### src/rtl/multi_rate_tick_gen_pkg.sv
// Shared constants for the multi-rate tick generator: board clock, counter width
// and the common half-periods used by timers, blinkers and display refresh.
package multi_rate_tick_gen_pkg;

  localparam int CLK_HZ    = 40_000_000;
  localparam int DEF_CNT_W = 26;

  // Half-period in clk cycles for a square wave of the given frequency.
  function automatic int half_for_hz(input int hz);
    return CLK_HZ / (2 * hz);
  endfunction

  localparam int HALF_1HZ     = half_for_hz(1);   // 20_000_000
  localparam int HALF_2HZ     = half_for_hz(2);   // 10_000_000
  localparam int HALF_10HZ    = half_for_hz(10);  //  2_000_000
  localparam int DEF_HALF_CYC = HALF_1HZ;

endpackage

### src/rtl/multi_rate_tick_gen_tick_channel.sv
// One divider channel: half-period counter, square wave and rise tick, with a
// load port that swaps in a new half-period on the edge the top chooses.
module tick_channel
  import multi_rate_tick_gen_pkg::*;
#(
  parameter int CNT_W    = DEF_CNT_W,
  parameter int DEF_HALF = DEF_HALF_CYC
) (
  input  logic             clk,
  input  logic             reset,
  input  logic             en,
  input  logic             sync,
  input  logic             load,
  input  logic [CNT_W-1:0] load_val,
  output logic             sq,
  output logic             tick,
  output logic             at_term
);

  logic [CNT_W-1:0] half_reg;
  logic [CNT_W-1:0] cnt_reg;
  logic             sq_reg;
  logic             tick_reg;

  assign at_term = (cnt_reg == half_reg - CNT_W'(1));
  assign sq      = sq_reg;
  assign tick    = tick_reg;

  always_ff @(posedge clk or posedge reset) begin
    if (reset) begin
      half_reg <= CNT_W'(DEF_HALF);
      cnt_reg  <= '0;
      sq_reg   <= 1'b0;
      tick_reg <= 1'b0;
    end else begin
      tick_reg <= 1'b0;
      if (sync || !en) begin
        cnt_reg <= '0;
        sq_reg  <= 1'b0;
      end else if (at_term) begin
        cnt_reg  <= '0;
        sq_reg   <= ~sq_reg;
        tick_reg <= ~sq_reg;
      end else begin
        // A load always restarts the phase so the new period never produces a runt.
        cnt_reg <= load ? '0 : cnt_reg + CNT_W'(1);
      end
      if (load) begin
        half_reg <= load_val;
      end
    end
  end

endmodule

### src/rtl/multi_rate_tick_gen.sv
// NUM_CH programmable square-wave/tick generators sharing one config slot that
// is applied only at a glitch-free point of the target channel.
module multi_rate_tick_gen
  import multi_rate_tick_gen_pkg::*;
#(
  parameter int  NUM_CH   = 4,
  parameter int  CNT_W    = DEF_CNT_W,
  parameter int  DEF_HALF = DEF_HALF_CYC,
  localparam int CH_W     = (NUM_CH > 1) ? $clog2(NUM_CH) : 1
) (
  input  logic              clk,
  input  logic              reset,
  input  logic [NUM_CH-1:0] ch_en,
  input  logic              sync_all,
  input  logic              cfg_valid,
  output logic              cfg_ready,
  input  logic [CH_W-1:0]   cfg_ch,
  input  logic [CNT_W-1:0]  cfg_half,
  output logic              cfg_err,
  output logic [NUM_CH-1:0] sq,
  output logic [NUM_CH-1:0] tick
);

  logic              pend_reg;
  logic [CH_W-1:0]   pend_ch_reg;
  logic [CNT_W-1:0]  pend_half_reg;
  logic              cfg_ready_reg;
  logic              cfg_err_reg;
  logic [NUM_CH-1:0] at_term;
  logic [NUM_CH-1:0] load;
  logic              apply;
  logic              cfg_ok;

  assign cfg_ok    = (cfg_half != '0) && (int'(cfg_ch) < NUM_CH);
  assign apply     = |load;
  assign cfg_ready = cfg_ready_reg;
  assign cfg_err   = cfg_err_reg;

  genvar gi;
  generate
    for (gi = 0; gi < NUM_CH; gi++) begin : g_ch
      // Safe apply points: terminal count, channel idle, or a global restart.
      assign load[gi] = pend_reg && (pend_ch_reg == CH_W'(gi)) &&
                        (at_term[gi] || !ch_en[gi] || sync_all);

      tick_channel #(
        .CNT_W    (CNT_W),
        .DEF_HALF (DEF_HALF)
      ) u_ch (
        .clk      (clk),
        .reset    (reset),
        .en       (ch_en[gi]),
        .sync     (sync_all),
        .load     (load[gi]),
        .load_val (pend_half_reg),
        .sq       (sq[gi]),
        .tick     (tick[gi]),
        .at_term  (at_term[gi])
      );
    end
  endgenerate

  always_ff @(posedge clk or posedge reset) begin
    if (reset) begin
      pend_reg      <= 1'b0;
      pend_ch_reg   <= '0;
      pend_half_reg <= '0;
      cfg_ready_reg <= 1'b1;
      cfg_err_reg   <= 1'b0;
    end else begin
      cfg_err_reg <= 1'b0;
      if (apply) begin
        pend_reg      <= 1'b0;
        cfg_ready_reg <= 1'b1;
      end else if (cfg_valid && cfg_ready_reg) begin
        if (cfg_ok) begin
          pend_reg      <= 1'b1;
          cfg_ready_reg <= 1'b0;
          pend_ch_reg   <= cfg_ch;
          pend_half_reg <= cfg_half;
        end else begin
          cfg_err_reg <= 1'b1;
        end
      end
    end
  end

endmodule

### config.mk
export PLATFORM = sky130hd
export DESIGN_NAME = multi_rate_tick_gen
export DESIGN_NICKNAME = d
export VERILOG_FILES = /design/src/rtl/multi_rate_tick_gen_pkg.sv /design/src/rtl/multi_rate_tick_gen_tick_channel.sv /design/src/rtl/multi_rate_tick_gen.sv
export SDC_FILE = /design/constraint.sdc
export NUM_CORES = 1
export LEC_CHECK = 0
export ABC_AREA = 1
export CELL_PAD_IN_SITES_DETAIL_PLACEMENT = 1
export CELL_PAD_IN_SITES_GLOBAL_PLACEMENT = 2
export CORE_MARGIN = 2
export CORE_UTILIZATION = 40
export DETAILED_ROUTE_END_ITERATION = 6
export PLACE_DENSITY_LB_ADDON = 0.1
export SYNTH_ARGS = -nofsm -noshare
export SYNTH_HDL_FRONTEND = slang
export SYNTH_SLANG_ARGS = --single-unit
### constraint.sdc
create_clock -name clk -period 24.3 [get_ports clk]
set_clock_uncertainty 0.15 [all_clocks]
set_input_delay 4.86 -clock clk [delete_from_list [all_inputs] [get_ports clk]]
set_output_delay 4.86 -clock clk [all_outputs]
set_load 0.03 [all_outputs]
==> implementation parameters, run 1 <==
Parameter                              Value

Run status
  Outcome ... finished clean

Detailed routing
  ANT nets after route ... 0
  Via-per-instance ratio ... 5.10
  WL final ... 46,500 µm
  Via count ... 13,500
  Violation count after the first detailed-routing iteration ... 659
  Number of design rule violations left after detail routing ... 0
  Number of detailed-routing iterations run before antenna repair ... 5
  Per-cell routed wire length ... 17.5 µm

Global routing
  Initial antenna violation count ... 0
  Top Usage Layer GRT ... met2
  Global routing usage on met1 ... 36.2%
  Aggregate global routing overflow ... 0
  Overall fraction of global-route tracks in use ... 24.4%
  Number of global-route vias before repair ... 13,900
  Fraction of met2 tracks used by global routing ... 38.0%
  Met3 track utilization from global routing ... 3.05%
  Wire length of the first global-routing pass ... 76,500 µm
  Largest net degree at the start of global routing ... 113

Place
  Detail Placement HPWL ... 35,700 µm
  Gpl congestion ... 0.864
  Cells after DPL ... 2,599
  Buffers added on ports ... 45

Synthesis
  Largest cells by area after synthesis ... sky130_fd_sc_hd__dfrtp_1 (35%), sky130_fd_sc_hd__nand2_1 (14%), sky130_fd_sc_hd__nor2_1 (7.8%)
  Share of cell area taken by muxes after synthesis ... 0%
  Number of flops mapped to enable cells by yosys ... 0
  Cell Area, Synth ... 0.0153 mm²
  Synth warnings ... 0
  Library cell with the largest summed area after synthesis ... sky130_fd_sc_hd__dfrtp_1
  Compound-gate portion of the synthesized area ... 5.23%
  Flip-flop and latch count after synthesis ... 247
  FFs w/ async S/R, synth ... 100%
  Share of the yosys chip area belonging to registers ... 40.6%
  Largest family of logic cells by synthesized area ... simple AND/OR/NAND/NOR gates
  Fraction of the mapped netlist area in adder cells ... 0.653%
  Count of different cell masters after synthesis ... 42
  Post-synthesis xor/xnor area fraction ... 10.2%
  Average size of a mapped cell ... 7.29 µm²
  Post-Synthesis Cells ... 2,102
  Area share of the largest cell type after synthesis ... 35.0%
  Synthesized net count ... 2,146
  Area share of and/or/nand/nor cells after synthesis ... 35.7%
  Most frequently used flop master after synthesis ... sky130_fd_sc_hd__dfrtp_1

Power
  Power density over the cells ... 53.2 mW/mm²
  Reported net switching power ... 0.208 mW
  Share of total power in sequential cells ... 45.3%
  Clock network fraction of total power ... 52.1%
  Combinational share of power ... 2.6%
  Leakage power ... 8.44 nW
  Worst vdd ir ... 0.0566 mV
  Switching fraction of total power ... 22.8%
  Cell internal pwr ... 0.704 mW
  Design Power ... 0.912 mW

Worst setup path
  CP required ... 24,630 ps
  Critical path class ... in -> reg
  R2r startpoint ... g_ch[0].u_ch.half_reg[0]$_DFFE_PP0P_
  Stage delay of the slowest cell on the critical path ... 540 ps
  Most numerous cell on the critical path ... sky130_fd_sc_hd__nand2_1
  Largest delay share family, worst path ... simple AND/OR/NAND/NOR gates
  Crit path max-delay cell type ... sky130_fd_sc_hd__nand2_4
  Worst R2R End ... pend_half_reg[4]$_DFFE_PP0P_
  Crit. End Element ... flop
  Cell-by-cell trace of the critical path ... clkdlybuf4s50_1 > inv_1 > nand2_1 > inv_1 > nand2_2 > nand2_4 > nand2_4 > nor2_8 > nand2_8 > nand2_1 > nand2_1
  Worst Reg-to-Reg Cells ... 18
  Worst R2R Setup Slack ... 20,070 ps
  Arrival time worst endpoint ... 7790 ps
  Number of buffer and inverter stages on the critical path ... 3
  CP Launch Type ... primary input
  Peak fanout along the critical path ... 53

Clock tree
  Clock insertion delay at the later pin of the skew report ... 600 ps
  Buffer depth of the longest clock path ... 3
  Number of buffers created by CTS ... 30
  CTS-repair resized insts ... 0
  Maximum level of the CTS H-tree ... 1
  TritonCTS sink count ... 247
  Total of hold buffers inserted after clock tree synthesis ... 0
  Clock tree from TritonCTS ... yes
  Clock Tree Root ... sky130_fd_sc_hd__clkbuf_16
  Setup bufs post-CTS ... 0
  CTS clock-pin slew for the worst setup and hold paths ... 60 ps

STA
  Unrepaired setup endpoints after global routing ... false
  Clock period minus final worst setup slack ... 7450 ps
  Normalized max-slew margin ... 28.4%
  Share of the cycle needed by the critical path after routing ... 30.7%
  Setup violators final ... 0
  Transition time at the pin with the least slew margin ... 1070 ps
  Pins Over Slew Limit ... 0
  Max Fclk ... 134 MHz
  Final Hold Viols ... 0
  Post-Route Setup TNS ... 0 ps

Min path
  Endpoint of the worst hold-timing path ... pend_half_reg[1]$_DFFE_PP0P_
  Class of the tightest hold or removal check ... reg -> reg
  Hold path cells ... 2
  Source of the worst hold timing path ... pend_half_reg[1]$_DFFE_PP0P_

Final layout
  Area growth syn-to-layout ... 12.0%
  ANT cells ... 0
  Fraction of final layout cells sized beyond drive strength 1 ... 7.42%
  Number of nets at the end of the flow ... 2,164
  Non-filler instance count after layout ... 2,655

Floorplanning
  Starting density of the core ... 40.7%
  Die height ... 200 µm
  Placeable core area ... 0.0377 mm²
  Number of placed I/O pins ... 46
  Cell Rows ... 71
  Die Footprint ... 0.0399 mm²
  Horiz. Die Dim ... 200 µm

Run
  Max capacitance violation total ... 0
-- cell type report --
cell class                 instances  area (µm²)
fill                            4775       20500
multi-input combinational       1570        7930
sequential                       247        6220
inverter                         222         841
clock buffer                      39         835
tap                              511         639
timing repair buffer              49         480
clock inverter                    17         210
-- Yosys cell counts, types with 6 or more instances --
cell type	number
sky130_fd_sc_hd__ha_1	8
sky130_fd_sc_hd__nor4_1	17
sky130_fd_sc_hd__buf_2	12
sky130_fd_sc_hd__dfstp_2	33
sky130_fd_sc_hd__buf_4	15
sky130_fd_sc_hd__nand4_1	55
sky130_fd_sc_hd__or2_2	8
sky130_fd_sc_hd__nand3_2	6
sky130_fd_sc_hd__nand2_1	574
sky130_fd_sc_hd__inv_1	218
sky130_fd_sc_hd__a21oi_1	16
sky130_fd_sc_hd__nand2_2	7
sky130_fd_sc_hd__nand3b_1	15
sky130_fd_sc_hd__xor2_1	110
sky130_fd_sc_hd__nor3b_1	8
sky130_fd_sc_hd__dfrtp_1	214
sky130_fd_sc_hd__xnor2_1	66
sky130_fd_sc_hd__nand3_1	136
sky130_fd_sc_hd__clkbuf_1	32
sky130_fd_sc_hd__o21ai_0	125
sky130_fd_sc_hd__nor2_4	10
sky130_fd_sc_hd__nand2_4	8
sky130_fd_sc_hd__nor3_1	35
sky130_fd_sc_hd__nor2_2	17
sky130_fd_sc_hd__nor2_1	318
-- metal layers --
layer  wire [µm]  part of all wire [%]
met5           0                     0
met4         945                   2.0
met3        1420                   3.0
met2       20400                    44
met1       23800                    51
-- power groups by stage --
stage,Sequential [mW],Clock [mW],Combinational [mW]
after floorplan,0.420,0,0.0122
after global placement,0.421,0,0.0244
after detailed placement,0.421,0,0.0248
after CTS,0.413,0.486,0.0249
after global routing,0.413,0.501,0.0269
final,0.413,0.475,0.0239
-- metrics by stage --
step / utilization (%) / setup slack, ps / area [µm²] / hold slack [ps]
after floorplan: - / 12560 / 15300 / 290
final: 45.6 / 16850 / 17200 / 327
after global routing: 45.6 / 16580 / 17200 / 354
after CTS: 45.6 / 16840 / 17200 / 325
after global placement: 42.8 / 16310 / 16100 / 308
after detailed placement: 42.8 / 16240 / 16100 / 310
-- cells in the final DEF, fill, tap and decap left out, types with 10 or more instances in the layout --
master and instances:
sky130_fd_sc_hd__xnor2_1 66, sky130_fd_sc_hd__o21ai_0 125, sky130_fd_sc_hd__clkdlybuf4s50_1 45, sky130_fd_sc_hd__inv_1 217, sky130_fd_sc_hd__a21oi_1 16, sky130_fd_sc_hd__nor4_1 17
sky130_fd_sc_hd__dfstp_2 33, sky130_fd_sc_hd__nand3_1 136, sky130_fd_sc_hd__nor2_2 18, sky130_fd_sc_hd__nor2_1 317, sky130_fd_sc_hd__xor2_1 110, sky130_fd_sc_hd__nor3_1 35
sky130_fd_sc_hd__clkbuf_16 30, sky130_fd_sc_hd__nand3b_1 15, sky130_fd_sc_hd__dfrtp_1 214, sky130_fd_sc_hd__nand4_1 55, sky130_fd_sc_hd__nor2_4 10, sky130_fd_sc_hd__nand2_1 574
-- worst register-to-register path: stages (launching register included) --
cell and delay [ps]:
sky130_fd_sc_hd__dfrtp_1 400, sky130_fd_sc_hd__inv_1 110, sky130_fd_sc_hd__ha_1 210, sky130_fd_sc_hd__nand2_1 160, sky130_fd_sc_hd__nor2_1 580, sky130_fd_sc_hd__nand2_1 240, sky130_fd_sc_hd__nor2_1 160, sky130_fd_sc_hd__nand3_1 90
sky130_fd_sc_hd__nand2_1 130, sky130_fd_sc_hd__nand3_1 80, sky130_fd_sc_hd__nor2_1 130, sky130_fd_sc_hd__nand3_2 100, sky130_fd_sc_hd__nand2_2 500, sky130_fd_sc_hd__nand2_4 440, sky130_fd_sc_hd__nand2_4 210, sky130_fd_sc_hd__nor2_8 120
sky130_fd_sc_hd__nand2_8 200, sky130_fd_sc_hd__nand2_1 110, sky130_fd_sc_hd__nand2_1 70
-- worst max path at each step --
stage | cells after the start | end | from | slack (ps)
floorplan | 1 | cfg_err$_DFF_PP0_ | reset | 12560
global placement | 11 | pend_ch_reg[0]$_DFFE_PP0P_ | sync_all | 16310
detailed placement | 11 | pend_half_reg[18]$_DFFE_PP0P_ | sync_all | 16240
CTS | 11 | pend_half_reg[4]$_DFFE_PP0P_ | sync_all | 16840
global route | 11 | pend_half_reg[11]$_DFFE_PP0P_ | sync_all | 16580
finish | 11 | pend_half_reg[4]$_DFFE_PP0P_ | sync_all | 16850
-- kinds of logic after synthesis --
| group | after synthesis |
|---|---|
| AO/OA/AOI/OAI | 154 |
| XOR/XNOR | 177 |
| adder cells (fa/ha/maj) | 8 |
| buffers and inverters | 285 |
| flip-flops | 247 |
| AND/OR/NAND/NOR | 1231 |
Power figures use the tool's default switching activity.
==> run 2, diff against run 1 <==
Settings changed: CORE_UTILIZATION 40 to 37.
Clock period 24.3 ns to 7.47 ns, I/O delays scaled along.
==> implementation parameters, run 2 (synthesis results as in run 1) <==
Parameter                              Value

Clock tree
  Buffer depth of the longest clock path ... 3 (unchanged)
  Number of buffers created by CTS ... 30 (unchanged)
  Clock Tree Root ... sky130_fd_sc_hd__clkbuf_16
  Total of hold buffers inserted after clock tree synthesis ... 0 (unchanged)
  Clock tree from TritonCTS ... yes
  CTS-repair resized insts ... 0 (unchanged)
  Clock insertion delay at the later pin of the skew report ... 580 ps (-20 ps)
  Setup bufs post-CTS ... 0 (unchanged)
  Maximum level of the CTS H-tree ... 1 (unchanged)
  CTS clock-pin slew for the worst setup and hold paths ... 60 ps (about the same)
  TritonCTS sink count ... 247 (unchanged)

Worst setup path
  Cell-by-cell trace of the critical path ... inv_1 > ha_1 > nand2_1 > nor2_1 > nand3b_1 > nand2_1 > nor2_1 > nand3_1 > nor2_1 > nand3_2 > nand2_2 > nand2_4 > nand2_4 > nor2_8 > nand2_8 > nand2_1 > nand2_1
  Crit. End Element ... flop
  Largest delay share family, worst path ... simple AND/OR/NAND/NOR gates
  Arrival time worst endpoint ... 4680 ps (-3110 ps)
  Stage delay of the slowest cell on the critical path ... 670 ps (+130 ps)
  Number of buffer and inverter stages on the critical path ... 1 (-2)
  CP required ... 7770 ps (-16,860 ps)
  Worst R2R Setup Slack ... 3090 ps (-16,980 ps)
  Peak fanout along the critical path ... 53 (unchanged)
  Worst Reg-to-Reg Cells ... 17 (-1)
  Most numerous cell on the critical path ... sky130_fd_sc_hd__nand2_1
  R2r startpoint ... g_ch[0].u_ch.half_reg[0]$_DFFE_PP0P_
  Critical path class ... reg -> reg
  CP Launch Type ... flop
  Worst R2R End ... pend_half_reg[3]$_DFFE_PP0P_
  Crit path max-delay cell type ... sky130_fd_sc_hd__nor2_1

Floorplanning
  Starting density of the core ... 37.5% (-3.2 points)
  Die height ... 207 µm (+3.9%)
  Die Footprint ... 0.0431 mm² (+7.9%)
  Cell Rows ... 74 (+4.2%)
  Placeable core area ... 0.0408 mm² (+8.4%)
  Horiz. Die Dim ... 207 µm (+3.9%)
  Number of placed I/O pins ... 46 (unchanged)

Global routing
  Top Usage Layer GRT ... met2
  Overall fraction of global-route tracks in use ... 22.0% (-2.3 points)
  Met3 track utilization from global routing ... 2.65% (-0.41 points)
  Fraction of met2 tracks used by global routing ... 35.1% (-2.9 points)
  Global routing usage on met1 ... 31.8% (-4.3 points)
  Aggregate global routing overflow ... 0 (unchanged)
  Wire length of the first global-routing pass ... 76,100 µm (-0.55%)
  Number of global-route vias before repair ... 13,800 (-1.2%)
  Largest net degree at the start of global routing ... 139 (+23%)
  Initial antenna violation count ... 1 (+1)

Detailed routing
  WL final ... 46,800 µm (+0.58%)
  Number of detailed-routing iterations run before antenna repair ... 4 (-1)
  Via count ... 13,300 (-1.8%)
  ANT nets after route ... 0 (unchanged)
  Via-per-instance ratio ... 4.96 (-2.7%)
  Number of design rule violations left after detail routing ... 0 (unchanged)
  Per-cell routed wire length ... 17.5 µm (-0.29%)
  Violation count after the first detailed-routing iteration ... 546 (-17%)

Final layout
  Fill cell instance count of the final layout ... 5,087 (+6.5%)
  Commonest non-fill, non-tap cells in the layout ... sky130_fd_sc_hd__nand2_1 (574), sky130_fd_sc_hd__nor2_1 (317), sky130_fd_sc_hd__inv_1 (217), sky130_fd_sc_hd__dfrtp_1 (214), sky130_fd_sc_hd__nand3_1 (136)
  Most common library cell in the layout ignoring fill and taps ... sky130_fd_sc_hd__nand2_1
  Number of nets at the end of the flow ... 2,165 (+0.046%)
  Non-filler instance count after layout ... 2,678 (+0.87%)
  Fraction of final layout cells sized beyond drive strength 1 ... 7.32% (-0.097 points)
  Area growth syn-to-layout ... 12.6%

STA
  Post-Route Setup TNS ... 0 ps (unchanged)
  Transition time at the pin with the least slew margin ... 844 ps (-230 ps)
  Setup violators final ... 0 (unchanged)
  Final Hold Viols ... 0 (unchanged)
  Share of the cycle needed by the critical path after routing ... 58.6%
  Normalized max-slew margin ... 43.7% (+15 points)
  Max Fclk ... 228 MHz
  Clock period minus final worst setup slack ... 4380 ps
  Unrepaired setup endpoints after global routing ... false
  Pins Over Slew Limit ... 0 (unchanged)

Power
  Leakage power ... 8.47 nW (+0.39%)
  Share of total power in sequential cells ... 44.5% (-0.8 points)
  Worst vdd ir ... 0.177 mV (+210%)
  Combinational share of power ... 2.7% (about the same)
  Cell internal pwr ... 2.37 mW (+240%)
  Power density over the cells ... 175 mW/mm² (+230%)
  Switching fraction of total power ... 21.8% (-1.0 points)
  Reported net switching power ... 0.659 mW (+220%)
  Clock network fraction of total power ... 52.8% (+0.7 points)

Place
  Buffers added on ports ... 45 (unchanged)
  Cells after DPL ... 2,621 (+0.85%)
  Detail Placement HPWL ... 35,800 µm (+0.36%)
  Gpl congestion ... 0.867 (+0.39%)

Min path
  Source of the worst hold timing path ... pend_half_reg[21]$_DFFE_PP0P_
  Hold path cells ... 2 (unchanged)
  Endpoint of the worst hold-timing path ... pend_half_reg[21]$_DFFE_PP0P_
  Class of the tightest hold or removal check ... reg -> reg

Run
  Max capacitance violation total ... 0 (unchanged)

Run status
  Outcome ... finished clean
-- run 2: cell count changes in the layout (fill, tap and decap cells not counted), sizes merged --
cell	before	now
buf	4	5
clkinvlp	4	1
bufinv	4	5
clkinv	9	5
clkbuf	39	45
diode	0	1
-- run 2: tightest hold or removal path: stages (launching register included) --
cell and delay (ps):
sky130_fd_sc_hd__dfrtp_1 340, sky130_fd_sc_hd__nand2_1 50, sky130_fd_sc_hd__nand2_1 50
-- run 2: layout make-up --
type                            count  area, µm²  share of cell area (%)
Clock buffer                       45        898                    5.21
Timing Repair Buffer               50        500                    2.90
Multi-Input combinational cell   1570       7930                    46.0
Tap cell                          532        666                    3.86
Inverter                          222        837                    4.85
Clock inverter                     11        188                    1.09
Antenna cell                        1       2.50                  0.0145
Sequential cell                   247       6220                    36.1
-- run 2: power groups by stage --
stage / Clock, mW / Sequential [mW] / Combinational [mW]
after global placement: 0 / 1.37 / 0.0839
after global routing: 1.70 / 1.34 / 0.0912
after CTS: 1.65 / 1.35 / 0.0851
final: 1.60 / 1.35 / 0.0819
after detailed placement: 0 / 1.37 / 0.0848
after floorplan: 0 / 1.37 / 0.0398
-- run 2: stage by stage --
stage | power (mW) | setup slack [ps] | hold slack, ps | instance area [µm²] | util [%]
after floorplan | 1.41 | 2610 | 290 | 15300 | -
after global placement | 1.45 | 2820 | 306 | 16200 | 39.6
after detailed placement | 1.45 | 2720 | 308 | 16200 | 39.6
after CTS | 3.08 | 3100 | 323 | 17200 | 42.2
after global routing | 3.14 | 2690 | 340 | 17200 | 42.2
final | 3.02 | 3090 | 320 | 17200 | 42.2
-- run 2: worst max path at each step --
stage / endpoint / cells after the start / start
2_1_floorplan: cfg_err$_DFF_PP0_ / 1 / reset
3_3_place_gp: pend_half_reg[12]$_DFFE_PP0P_ / 11 / sync_all
3_5_place_dp: pend_half_reg[1]$_DFFE_PP0P_ / 11 / sync_all
4_1_cts: pend_half_reg[10]$_DFFE_PP0P_ / 17 / g_ch[0].u_ch.half_reg[0]$_DFFE_PP0P_
5_1_grt: pend_half_reg[25]$_DFFE_PP0P_ / 17 / g_ch[0].u_ch.half_reg[0]$_DFFE_PP0P_
6_report: pend_half_reg[3]$_DFFE_PP0P_ / 17 / g_ch[0].u_ch.half_reg[0]$_DFFE_PP0P_
-- run 2: routing by layer --
layer,share of wire (%),up-vias
met5,0,-
met4,2.2,0
met3,3.2,47
met2,44,138
met1,50,6434
li1,-,6669
